<file path="src/rtl/arith_pkg.sv">
// Shared arithmetic types and constants for the lab datapath units.
package arith_pkg;

    localparam int unsigned DIV_W = 4;

    typedef enum logic [1:0] {
        IDLE = 2'd0,
        RUN  = 2'd1,
        DONE = 2'd2
    } state_t;

    // Iteration counter width; a 1-bit divider still needs a 1-bit counter.
    function automatic int unsigned cnt_width(input int unsigned w);
        return (w > 1) ? $clog2(w) : 1;
    endfunction

endpackage

</file>
<file path="src/rtl/seq_divider4_if.sv">
// Start/done handshake and operand/result bus of the sequential divider.
interface seq_divider4_if
    import arith_pkg::*;
#(
    parameter int unsigned W = DIV_W
);
    logic         start;
    logic [W-1:0] A;
    logic [W-1:0] B;
    logic [W-1:0] Q;
    logic [W-1:0] R;
    logic         busy;
    logic         done;
    logic         dz;

    modport master (output start, A, B, input Q, R, busy, done, dz);
    modport slave  (input start, A, B, output Q, R, busy, done, dz);
endinterface

</file>
<file path="src/rtl/seq_divider4_sub_ripple.sv">
// N-bit ripple-borrow subtractor: diff = x - y, bout set when x < y.
module sub_ripple #(
    parameter int unsigned N = 5
) (
    input  logic [N-1:0] x,
    input  logic [N-1:0] y,
    output logic [N-1:0] diff,
    output logic         bout
);
    logic [N:0] b;

    assign b[0] = 1'b0;

    // Full-subtractor per bit; borrow ripples upward like the adder's carry.
    for (genvar i = 0; i < N; i++) begin : g_bit
        assign diff[i] = x[i] ^ y[i] ^ b[i];
        assign b[i+1]  = (~x[i] & y[i]) | (~(x[i] ^ y[i]) & b[i]);
    end

    assign bout = b[N];
endmodule

</file>
<file path="src/rtl/seq_divider4.sv">
// Restoring divider: one quotient bit per clock behind a start/done handshake.
module seq_divider4
    import arith_pkg::*;
#(
    parameter int unsigned W = DIV_W
) (
    input  logic           clk,
    input  logic           rst_n,
    seq_divider4_if.slave  bus
);
    localparam int unsigned CW = cnt_width(W);

    state_t        state, state_n;
    logic [CW-1:0] cnt, cnt_n;
    logic [W-1:0]  d, d_n;
    logic [W:0]    p, p_n;
    logic [W-1:0]  dvs, dvs_n;
    logic [W-1:0]  q, q_n;
    logic [W-1:0]  r, r_n;
    logic          dz, dz_n;
    logic          done, done_n;
    logic          busy, busy_n;

    logic [W:0]    t;
    logic [W:0]    diff;
    logic          bout;
    logic          unused_p_msb;

    // Partial remainder stays below the divisor, so its top bit never feeds back.
    assign unused_p_msb = p[W];

    assign t = {p[W-1:0], d[W-1]};

    sub_ripple #(.N(W + 1)) u_sub (
        .x    (t),
        .y    ({1'b0, dvs}),
        .diff (diff),
        .bout (bout)
    );

    always_ff @(posedge clk or negedge rst_n) begin
        if (!rst_n) begin
            state <= IDLE;
            cnt   <= '0;
            d     <= '0;
            p     <= '0;
            dvs   <= '0;
            q     <= '0;
            r     <= '0;
            dz    <= 1'b0;
            done  <= 1'b0;
            busy  <= 1'b0;
        end else begin
            state <= state_n;
            cnt   <= cnt_n;
            d     <= d_n;
            p     <= p_n;
            dvs   <= dvs_n;
            q     <= q_n;
            r     <= r_n;
            dz    <= dz_n;
            done  <= done_n;
            busy  <= busy_n;
        end
    end

    // busy drops the cycle after the done pulse, which also blocks a start in that cycle.
    always_comb begin
        state_n = state;
        cnt_n   = cnt;
        d_n     = d;
        p_n     = p;
        dvs_n   = dvs;
        q_n     = q;
        r_n     = r;
        dz_n    = dz;
        done_n  = 1'b0;
        busy_n  = done ? 1'b0 : busy;
        case (state)
            IDLE: begin
                if (bus.start && !busy) begin
                    d_n     = bus.A;
                    dvs_n   = bus.B;
                    p_n     = '0;
                    cnt_n   = '0;
                    dz_n    = 1'b0;
                    busy_n  = 1'b1;
                    state_n = (bus.B == '0) ? DONE : RUN;
                end
            end
            RUN: begin
                p_n   = bout ? t : diff;
                d_n   = (d << 1) | W'(!bout);
                cnt_n = cnt + CW'(1);
                if (cnt == CW'(W - 1)) begin
                    state_n = DONE;
                end
            end
            DONE: begin
                done_n  = 1'b1;
                state_n = IDLE;
                if (dvs == '0) begin
                    q_n  = '1;
                    r_n  = d;
                    dz_n = 1'b1;
                end else begin
                    q_n  = d;
                    r_n  = p[W-1:0];
                end
            end
            default: state_n = IDLE;
        endcase
    end

    assign bus.Q    = q;
    assign bus.R    = r;
    assign bus.dz   = dz;
    assign bus.done = done;
    assign bus.busy = busy;
endmodule

</file>
<file path="src/flat_wrapper.sv">
// flat-port wrapper written by rule: the top's interface ports become plain ports
module seq_divider4_flat import arith_pkg::*;
#(
    parameter int unsigned W = DIV_W
)
  (clk, rst_n, bus_start, bus_A, bus_B, bus_Q, bus_R, bus_busy, bus_done, bus_dz);
  seq_divider4_if #(.W(W)) bus_i ();
  input  logic clk;
  input  logic rst_n;
  input wire logic [$bits(bus_i.start)-1:0] bus_start;
  input wire logic [$bits(bus_i.A)-1:0] bus_A;
  input wire logic [$bits(bus_i.B)-1:0] bus_B;
  output wire logic [$bits(bus_i.Q)-1:0] bus_Q;
  output wire logic [$bits(bus_i.R)-1:0] bus_R;
  output wire logic [$bits(bus_i.busy)-1:0] bus_busy;
  output wire logic [$bits(bus_i.done)-1:0] bus_done;
  output wire logic [$bits(bus_i.dz)-1:0] bus_dz;
  assign bus_i.start = bus_start;
  assign bus_i.A = bus_A;
  assign bus_i.B = bus_B;
  assign bus_Q = bus_i.Q;
  assign bus_R = bus_i.R;
  assign bus_busy = bus_i.busy;
  assign bus_done = bus_i.done;
  assign bus_dz = bus_i.dz;
  seq_divider4 #(.W(W)) u_core (.clk(clk), .rst_n(rst_n), .bus(bus_i));
endmodule
</file>
<file path="config.mk">
export PLATFORM = sky130hd
export DESIGN_NAME = seq_divider4_flat
export DESIGN_NICKNAME = d
export VERILOG_FILES = /design/src/rtl/arith_pkg.sv /design/src/rtl/seq_divider4_if.sv /design/src/rtl/seq_divider4_sub_ripple.sv /design/src/rtl/seq_divider4.sv /design/src/flat_wrapper.sv
export SDC_FILE = /design/constraint.sdc
export NUM_CORES = 1
export LEC_CHECK = 0
export BUFFER_PORTS_ARGS = -buffer_cell sky130_fd_sc_hd__buf_2
export CORE_ASPECT_RATIO = 0.75
export CORE_MARGIN = 8
export CORE_UTILIZATION = 54
export CTS_BUF_LIST = sky130_fd_sc_hd__clkbuf_8 sky130_fd_sc_hd__clkbuf_16
export CTS_CLUSTER_DIAMETER = 60
export DETAILED_ROUTE_END_ITERATION = 10
export GPL_TIMING_DRIVEN = 0
export MAX_ROUTING_LAYER = met4
export PLACE_DENSITY = 0.77
export SLEW_MARGIN = 10
export SYNTH_ARGS = -nofsm -noshare
export SYNTH_HDL_FRONTEND = slang
export SYNTH_SLANG_ARGS = --single-unit
</file>
<file path="constraint.sdc">
create_clock -name clk -period 3.2 [get_ports clk]
set_input_delay 0.32 -clock clk [delete_from_list [all_inputs] [get_ports clk]]
set_output_delay 0.32 -clock clk [all_outputs]
set_load 0.01 [all_outputs]
</file>
==> flow_summary.toml <==
[detailed_routing]
wl_per_cell_um = 12.9
ant_nets = 0
num_vias = 921
routed_wl_mm = 2.34
viasPerCell = 5.09
dr.first_iter.drc_count = 15
first_pass_iters = 4
drc = 0

[timing]
setup_viol = 0
finalCritPeriodShare = 0.822
drv_slew = 0
rsz0062_at_grt = "false"
worst_slew_pin_slew_ns = 0.603
fin_skew_ns = 0.00818
period_needed_ns = 2.63
setup_tns_ns = 0
hold_viol_final = 0
slew_headroom = 0.595
whs_ns = 0.0288
fmax_mhz = 380

[setup_path]
worst_ep_arrival_time_ns = 2.84
crit_chain = "inv_1 > ha_1 > fa_1 > fa_1 > fa_1 > nand2b_1 > clkbuf_1 > mux2i_1 > a22o_1"
crit_top_cell = "fa_1"
start_kind = "flop"
critical_path_class = "flop to flop"
crit_path_end_kind = "flop"
cp_top_family = "adder cells"
path_max_fanout = 5
worst-path-buf-inv = 2
cp.required_ns = 3.41
slowest_delay_ns = 0.39
critPathSlowestCell = "fa_1"

[pwr]
vdd_drop_max_uv = 523
p_per_area_nw_per_um2 = 1020
leakagePower_nw = 0.771

[synth]
avgSynthCellArea_um2 = 10.6
ys_seq_area_frac = 0.522
synth_compound_area_frac = 0.0986
syn_nets = 138
synthAdderAreaFrac = 0.0658
synthCells = 122
ys_types = 27
netlist_area_um2 = 1290
synth_xor_xnor_area_share = 0
synth_simple_gate_area_frac = 0.212
synth_top_flop_cell = "dfrtp_1"
synth_top_family_by_area = "simple AND/OR/NAND/NOR gates"
yosys_register_bits = 27
synth_warnings = 0
async_flop_share = 1.00
synth_edf_count = 0
synthMuxAreaShare = 0.0619

[layout]
drive_above_1_share = 0.231
instances_no_fill = 181
fin_util = 0.651
diodes = 0
multiInputGateArea_um2 = 567
layout_commonest_cell = "nand2_1"
regArea_um2 = 676
layout_common_cells = "nand2_1, dfrtp_1, buf_2, mux2i_1"
area_growth_pct = 15.2
finalNetCount = 164
fillers = 194

[global_route]
antenna_found_initial = 0
grt_max_degree = 28
grt_pass1_wl_mm = 4.04
grt_pass1_vias = 937
grt.total_usage = 0.126
gr-total-overflow = 0

[placed_design]
place.gp.congestion = 0.777
numPortBuffers = 21
placed_cells = 177
dp_hpwl_mm = 1.81

[clock_network]
cts_tree = "built"
cts-root-buf = "clkbuf_8"
htreeDepth = 1
clkTransAtPathRegs_ns = 0.09
cts_hold_buffers = 0
worstSkewPairLatency_ns = 0.27
postCtsSetupRepairBufs = 0
cts.path.max_buffers = 2
cts_sinks = 27
ctsResizeCount = 0
cts_buffers = 3

[floorplan]
start_util = 0.565
dieArea_um2 = 4230
fp.dieH_um = 58.4
io-pin-count = 22
core_um2 = 2290
rows = 15
die_w_um = 72.5

[status]
status = "finished, final reports clean"

[hold_path]
min_path_type = "input port to asynchronous set/reset pin"

[job]
maxCapViolCount = 0
[stage by stage]
step | area, µm² | total power, mW | setup WS (ns)
5_1_grt | 1490 | 1.68 | 0.382
3_5_place_dp | 1440 | 1.36 | 0.594
2_1_floorplan | 1290 | 1.15 | 0.785
3_3_place_gp | 1440 | 1.32 | 0.662
4_1_cts | 1490 | 1.55 | 0.555
6_report | 1490 | 1.53 | 0.569
[worst paths after layout]
| check | endpoint | cells past startpoint | slack, ns | from |
|---|---|---|---|---|
| min | u_core.bus.Q[2] | 1 | 0.03 | rst_n |
| max | u_core.p[3] | 9 | 0.57 | u_core.d[3] |
| min reg2reg | u_core.bus.busy | 1 | 0.43 | u_core.bus.done |
| min in group clk | u_core.dvs[0] | 3 | 0.25 | bus_B[0] |
| max in group asynchronous | u_core.p[0] | 1 | 2.79 | rst_n |
| max reg2reg | u_core.p[3] | 9 | 0.57 | u_core.d[3] |
[area by class of cell]
| cell class | instances | area share |
|---|---|---|
| inverter | 6 | 0.0151 |
| tap | 34 | 0.0285 |
| multi-input combinational | 84 | 0.380 |
| clock inverter | 1 | 0.00504 |
| clock buffer | 3 | 0.0277 |
| buffer | 5 | 0.0193 |
| timing repair buffer | 21 | 0.0705 |
| sequential | 27 | 0.453 |
[kinds of logic (layout without fill, tap and decap cells)]
group,Yosys count,count (layout)
simple gates,52,52
flops,27,27
compound gates,19,19
buf+inv,11,36
mux,8,8
fa+ha+maj,5,5
[where the power goes]
group / internal, mW / switching (mW) / leakage, nW
Sequential: 0.501 / 0.130 / 0.335
Combinational: 0.327 / 0.380 / 0.414
Clock: 0.0882 / 0.100 / 0.0217
Total: 0.916 / 0.611 / 0.771
[synthesized netlist by cell type (all sizes together) (3+ instances only)]
master  number  area share
nor3         3       0.012
mux2i        8       0.062
inv          6       0.017
a22o         3       0.020
nand2b       3       0.015
fa           3       0.046
buf          3       0.016
nand2       33       0.096
a21o         3       0.017
o21ai       10       0.039
nand3        7       0.031
dfrtp       27        0.52
[metal layers]
layer  part of all wire  global-route usage  up-vias
met5                  0                   -        -
met4             0.0060              0.0455        0
met3              0.060              0.0492        2
met2               0.48               0.205       20
met1               0.45               0.137      435
li1                   -                   -      464
[sequential cells by signal, summed over array words and instances (netlist names), 2 cells and up]
name	cells
u_core.p	4
u_core.bus.Q	4
u_core.bus.R	4
u_core.d	4
u_core.state	2
u_core.dvs	4
u_core.cnt	2
Power figures use the tool's default switching activity.
